File: src/rtl/mux_sel_arbiter.sv
// -----------------------------------------------------------------------------
// mux_sel_arbiter
//
// Purpose:
//   Shares one late-control data-select mux between NREQ requesters. Each
//   cycle the round-robin scheduler picks one requester, evaluates the select
//   function on that requester's operand vector, select code and late flag,
//   and registers the resulting bit on a valid/ready output tagged with the
//   requester id. A new result can be loaded in the same cycle the previous
//   one is accepted, so throughput is one result per cycle.
//
//   Select function (A = 8-bit operand, C = 5-bit code):
//     p  = ~C[0] & C[1] & ~C[2]
//     z1 = C[0] ? A[0] : (C[2] ? A[2] : A[1])
//     Z  = (C[3] & ~late & p) ? A[3] : z1
//   A[7:4] and C[4] never influence Z.
//
// Optional feature (macro MUX_ARB_LOCK_EN):
//   Adds input req_lock and a two-state IDLE/LOCKED FSM. A transfer with its
//   lock bit set makes that requester the exclusive owner of the mux until it
//   issues an unlocked transfer or drops req_valid. While locked, the
//   round-robin pointer does not move.
//
// Parameters:
//   NREQ  number of requesters (2..8)
//   IDW   width of out_id, 2**IDW >= NREQ
//
// Ports:
//   clk        rising-edge clock
//   rst_n      asynchronous active-low reset
//   req_valid  [NREQ]    per-requester request valid
//   req_ready  [NREQ]    per-requester accept, one-hot or zero (combinational)
//   req_a      [8*NREQ]  operand vectors, requester i at [8i+7:8i]
//   req_c      [5*NREQ]  select codes, requester i at [5i+4:5i]
//   req_late   [NREQ]    late-control flag per requester
//   req_lock   [NREQ]    lock request per requester (MUX_ARB_LOCK_EN only)
//   out_valid            result valid
//   out_ready            downstream accept
//   out_z                selected bit
//   out_id     [IDW]     index of the requester that produced out_z
// -----------------------------------------------------------------------------
module mux_sel_arbiter #(
  parameter int NREQ = 4,
  parameter int IDW  = 2
) (
  input  logic              clk,
  input  logic              rst_n,
  input  logic [NREQ-1:0]   req_valid,
  output logic [NREQ-1:0]   req_ready,
  input  logic [8*NREQ-1:0] req_a,
  input  logic [5*NREQ-1:0] req_c,
  input  logic [NREQ-1:0]   req_late,
`ifdef MUX_ARB_LOCK_EN
  input  logic [NREQ-1:0]   req_lock,
`endif
  output logic              out_valid,
  input  logic              out_ready,
  output logic              out_z,
  output logic [IDW-1:0]    out_id
);

  // Requester vectors are widened to the full id space so that any IDW-bit
  // index selects a defined entry even when NREQ is not a power of two.
  localparam int EXT = 1 << IDW;

  generate
    if (EXT < NREQ) begin : g_bad_idw
      $error("mux_sel_arbiter: IDW too small for NREQ");
    end
  endgenerate

  // ---------------------------------------------------------------------------
  // Helpers
  // ---------------------------------------------------------------------------
  function automatic logic sel_f(input logic [3:0] a,
                                 input logic [3:0] c,
                                 input logic       late);
    logic p;
    logic z1;
    p  = ~c[0] & c[1] & ~c[2];
    z1 = c[0] ? a[0] : (c[2] ? a[2] : a[1]);
    return (c[3] & ~late & p) ? a[3] : z1;
  endfunction

  function automatic logic [IDW-1:0] inc_mod(input logic [IDW-1:0] x);
    return (x == IDW'(NREQ - 1)) ? '0 : x + 1'b1;
  endfunction

  // ---------------------------------------------------------------------------
  // Input unpacking
  // ---------------------------------------------------------------------------
  logic [3:0]     a_lo [EXT];
  logic [3:0]     c_lo [EXT];
  logic [EXT-1:0] valid_ext;
  logic [EXT-1:0] late_ext;
  logic           unused_hi;

  // NOTE: every variable written in a combinational block gets a default at
  // the top, so no path leaves it unassigned and no latch is inferred.
  always_comb begin
    for (int i = 0; i < EXT; i++) begin
      a_lo[i] = '0;
      c_lo[i] = '0;
    end
    unused_hi = 1'b0;
    for (int i = 0; i < NREQ; i++) begin
      a_lo[i]   = req_a[8*i +: 4];
      c_lo[i]   = req_c[5*i +: 4];
      // A[7:4] and C[4] are don't-care operand bits; folding them here keeps
      // them visibly consumed without reaching any logic.
      unused_hi = unused_hi ^ (^{req_a[8*i+4 +: 4], req_c[5*i+4]});
    end
  end

  assign valid_ext = EXT'(req_valid);
  assign late_ext  = EXT'(req_late);

  // ---------------------------------------------------------------------------
  // State
  // ---------------------------------------------------------------------------
  logic [IDW-1:0] ptr_q;
  logic [IDW-1:0] ptr_d;
  logic [EXT-1:0] eligible;

`ifdef MUX_ARB_LOCK_EN
  typedef enum logic {
    IDLE   = 1'b0,
    LOCKED = 1'b1
  } lock_state_t;

  lock_state_t    state_q;
  lock_state_t    state_d;
  logic [IDW-1:0] owner_q;
  logic [IDW-1:0] owner_d;
  logic [EXT-1:0] lock_ext;

  assign lock_ext = EXT'(req_lock);

  // While locked, only the owner may win the mux.
  assign eligible = (state_q == LOCKED) ? (valid_ext & (EXT'(1) << owner_q))
                                        : valid_ext;
`else
  assign eligible = valid_ext;
`endif

  // ---------------------------------------------------------------------------
  // Round-robin grant search: first eligible requester at or above the
  // pointer, wrapping from NREQ-1 back to 0.
  // ---------------------------------------------------------------------------
  logic           grant_hit;
  logic [IDW-1:0] grant_idx;

  always_comb begin : grant_search
    int idx;
    grant_hit = 1'b0;
    grant_idx = '0;
    idx       = 0;
    for (int i = 0; i < NREQ; i++) begin
      idx = int'(ptr_q) + i;
      if (idx >= NREQ) idx = idx - NREQ;
      if (!grant_hit && eligible[IDW'(idx)]) begin
        grant_hit = 1'b1;
        grant_idx = IDW'(idx);
      end
    end
  end

  // The output slot can take a new result when it is empty or being drained
  // this cycle; that is what makes back-to-back transfers bubble-free.
  logic free;
  logic transfer;
  logic win_z;

  assign free      = ~out_valid | out_ready;
  assign transfer  = rst_n & free & grant_hit;
  assign req_ready = transfer ? (NREQ'(1) << grant_idx) : '0;
  assign win_z     = sel_f(a_lo[grant_idx], c_lo[grant_idx], late_ext[grant_idx]);

  // ---------------------------------------------------------------------------
  // Next pointer / lock FSM
  // ---------------------------------------------------------------------------
`ifdef MUX_ARB_LOCK_EN
  always_comb begin
    state_d = state_q;
    owner_d = owner_q;
    ptr_d   = ptr_q;
    if (transfer) begin
      if (lock_ext[grant_idx]) begin
        // Locked transfers keep the pointer where it is.
        state_d = LOCKED;
        owner_d = grant_idx;
      end else begin
        state_d = IDLE;
        ptr_d   = inc_mod(grant_idx);
      end
    end else if (state_q == LOCKED && !valid_ext[owner_q]) begin
      // Owner walked away: release the lock and resume after the owner.
      state_d = IDLE;
      ptr_d   = inc_mod(owner_q);
    end
  end

  always_ff @(posedge clk or negedge rst_n) begin
    if (!rst_n) begin
      state_q <= IDLE;
      owner_q <= '0;
    end else begin
      state_q <= state_d;
      owner_q <= owner_d;
    end
  end
`else
  always_comb begin
    ptr_d = ptr_q;
    if (transfer) ptr_d = inc_mod(grant_idx);
  end
`endif

  // ---------------------------------------------------------------------------
  // Pointer and output registers
  // ---------------------------------------------------------------------------
  // NOTE: clocked state uses non-blocking assignments so every register
  // samples pre-edge values, independent of statement order.
  always_ff @(posedge clk or negedge rst_n) begin
    if (!rst_n) begin
      ptr_q     <= '0;
      out_valid <= 1'b0;
      out_z     <= 1'b0;
      out_id    <= '0;
    end else begin
      ptr_q <= ptr_d;
      if (transfer) begin
        out_valid <= 1'b1;
        out_z     <= win_z;
        out_id    <= grant_idx;
      end else if (out_ready) begin
        out_valid <= 1'b0;
      end
    end
  end

endmodule
File: config.mk
export PLATFORM = sky130hd
export DESIGN_NAME = mux_sel_arbiter
export DESIGN_NICKNAME = d
export VERILOG_FILES = /design/src/rtl/mux_sel_arbiter.sv
export SDC_FILE = /design/constraint.sdc
export NUM_CORES = 1
export LEC_CHECK = 0
export CAP_MARGIN = 15
export CORE_UTILIZATION = 32
export CTS_CLUSTER_DIAMETER = 50
export DETAILED_ROUTE_END_ITERATION = 7
export GPL_TIMING_DRIVEN = 0
export PLACE_DENSITY = 0.87
export SYNTH_ARGS = -nofsm -noshare
export SYNTH_HDL_FRONTEND = slang
export SYNTH_SLANG_ARGS = --single-unit
File: constraint.sdc
create_clock -name clk -period 4.5 [get_ports clk]
set_input_delay 0.9 -clock clk [delete_from_list [all_inputs] [get_ports clk]]
set_output_delay 0.9 -clock clk [all_outputs]
set_load 0.03 [all_outputs]
==> metrics.txt, run 1 <==
via count 836; HPWL Detailed 1720 um; status finished clean; largest net degree at the start of global routing 12; layout cells sized above 1 13.5%; total die area about 2500 um^2; RePlAce Congestion just under 0.8; VDD IR-drop max roughly 210 uV; clock transition at the registers of the reported paths approximately 50 ps; GRT Residual Overflow 0; net switching power figure 0.000206 W; end of the worst register-to-register path out_z; Critical Path Fanout Max 11; Top Ports 71; Switching Fraction between 40% and 50%; gr usage total 17.5%; CP Capture Type output port; clock buffer count from CTS 3; hold path endpoint out_id[1]; CORE AREA 2210 um^2; PortBufs 50; crit share post-route 95.5%; leading area contributor after synthesis dfrtp_1; H-tree Lvls 1; Least-Margin Pin Slew 648 ps; sequential share of power ~20%; CTS tree done; Die Y 50.4 um; mapped cell area around 750 um^2; post-cts repair resize count 0; Crit path arrival time 3400 ps; clk sinks 6; commonest non-fill, non-tap cells in the layout clkdlybuf4s50_1 (50), inv_1 (8), nor3b_1 (6), dfrtp_1 (6), nand2_1 (5); crit path from req_valid[2]; Distinct cells, synth 41; antenna violations before repair 0; Max Transition Viols Final 0; Req. time, crit path around 3600 ps; Critical R2R Launch ptr_q[1]; hold path depth 1; DRT iter0 DRCs 4; unrepaired setup endpoints after global routing false; most common cell after layout, fill and taps aside clkdlybuf4s50_1; share of Yosys cell area claimed by the top area cell type 20.1%; Core Util, Final 59.0%; Wirelength per Cell 12.6 um; FMAX around 0.23 GHz; worst setup path class in2out; WL final 2030 um; Clock Power Share 10.8%; combinational share of power 69.3%; cell count after synthesis 80; Antenna Nets Post-Route 0; Max Clock Skew 1.98 ps; DRT Pass-1 Iters 3; # fillers 205; min-delay worst type reg2reg; async set-or-reset flop fraction in the synthesized netlist 100%; Primary FF master, synth dfrtp_1; wire length of the first global-routing pass 3470 um; Pint roughly 0.00026 W; n_diodes 0; Hold Fails Final Rpt 0; Max-slew headroom 56.8%; CTS Buffer Depth 2; num rows 17; vias in the first global route about 900; clock period minus worst slack 4300 ps; flops & latches, synth 6; syn nets between 100 and 150; DR DRC count 0; number of flops mapped to enable cells by yosys 0; Startpoint Class input pin; R2R cell count 9; clock latency on the worst-skew pair between 200 and 250 ps; worst hold start out_id[1]; Leak 0.515 nW; Initial Util about 34%; Layout Area Growth over Synthesis 74.6%; Final Setup Violations 0; Synth area leaders dfrtp_1 (20%), ha_1 (6.7%), nor3b_1 (6.0%); vias per std cell 5.19; total negative slack 0 ps; post-synthesis average cell area 9.35 um^2; yosys synthesis warning count 0; CTS Hold Bufs 0; Die Width just over 50 um; post-synthesis sequential area ratio 20.1%; Worst R2R Setup Slack roughly 2400 ps; Root Buffer clkbuf_4; Layout Nets 202; Max-Cap Viols 0; Setup Buffers After CTS 0; pwr/cell area 357 nW/um^2
==> Yosys cell counts (all sizes together), types with 2 or more instances <==
cell,count
a211oi,5
a21boi,2
a21oi,2
a221oi,2
a31oi,2
and2,4
buf,2
dfrtp,6
ha,4
inv,9
mux2,3
mux2i,2
nand2,6
nand3b,4
nor2,2
nor2b,2
nor3,2
nor3b,6
o211ai,2
o21ai,2
==> per-layer routing <==
layer	routed length (um)	track usage, %	up-vias
li1	-	-	409
met1	856	18.4	389
met2	1040	33.6	36
met3	119	3.33	2
met4	9	6.94	0
met5	0	0	-
==> cell type report <==
type | instances | area [um^2] | area share [%]
multi-input cells | 63 | 548 | 42.0
repair buffers | 50 | 500 | 38.3
flip-flops and latches | 6 | 150 | 11.5
well taps | 28 | 35.0 | 2.68
inverters | 9 | 33.8 | 2.59
clock buffers | 3 | 22.5 | 1.72
plain buffers | 2 | 16.3 | 1.25
==> critical path, stage by stage <==
cell and delay (ps):
clkdlybuf4s50_1 500, nor2b_4 180, a221oi_4 440, nor2_4 160
inv_2 90, buf_6 140, ha_1 160, and2_1 140
clkdlybuf4s50_1 670
==> per-stage QoR <==
stage / setup slack [ps] / hold slack [ps] / power, W / instance area (um^2) / cells
after CTS: 192 / 513 / 0.000469 / 1310 / 161
after detailed placement: 210 / 503 / 0.000416 / 1280 / 158
after global routing: 82.1 / 524 / 0.000501 / 1310 / 161
after global placement: 211 / 492 / 0.000406 / 1280 / 158
after floorplan: 1470 / 601 / 0.000302 / 748 / 80
final: 201 / 511 / 0.000466 / 1310 / 161
==> power groups by stage <==
| stage | registers (W) | logic (W) | clock network [W] |
|---|---|---|---|
| 4_1_cts | 0.0000933 | 0.000325 | 0.0000510 |
| 3_3_place_gp | 0.0000919 | 0.000314 | 0 |
| 3_5_place_dp | 0.0000939 | 0.000322 | 0 |
| 5_1_grt | 0.0000954 | 0.000352 | 0.0000541 |
| 6_report | 0.0000928 | 0.000323 | 0.0000503 |
| 2_1_floorplan | 0.000115 | 0.000187 | 0 |
==> sequential cells by signal, summed over array words and instances, names as in the netlist <==
| name | count |
|---|---|
| out_id | 2 |
| out_valid | 1 |
| ptr_q | 2 |
| out_z | 1 |
==> kinds of logic after synthesis <==
kind of cell | after synthesis | synth area share, %
DFF | 6 | 20.1
adders and majority gates | 4 | 6.69
muxes | 6 | 10.2
buffers and inverters | 11 | 6.69
and+or+nand+nor | 27 | 23.6
AOI/OAI and AO/OA | 26 | 32.8
==> worst max path at each step <==
stage | endpoint | slack [ps] | cells past startpoint
CTS | req_ready[1] | 190 | 9
global route | req_ready[1] | 80 | 9
finish | req_ready[1] | 200 | 9
detailed placement | req_ready[1] | 210 | 9
floorplan | req_ready[0] | 1470 | 7
global placement | req_ready[1] | 210 | 9
Note: power is estimated with default switching activity, not from simulation.
==> run 2: changes to the inputs <==
--- a/config.mk
+++ b/config.mk
@@ -14,3 +14,4 @@
 export SYNTH_ARGS = -nofsm -noshare
 export SYNTH_HDL_FRONTEND = slang
 export SYNTH_SLANG_ARGS = --single-unit
+export TNS_END_PERCENT = 30
==> results of run 2 <==
No change in the layout: final DEF, timing and power equal those of run 1.
==> run 3: changes to the inputs <==
--- a/config.mk
+++ b/config.mk
@@ -5,7 +5,7 @@
 export SDC_FILE = /design/constraint.sdc
 export NUM_CORES = 1
 export LEC_CHECK = 0
-export CAP_MARGIN = 15
+export CAP_MARGIN = 20
 export CORE_UTILIZATION = 32
 export CTS_CLUSTER_DIAMETER = 50
 export DETAILED_ROUTE_END_ITERATION = 7
==> results of run 3 <==
No change in the layout: final DEF, timing and power equal those of run 1.
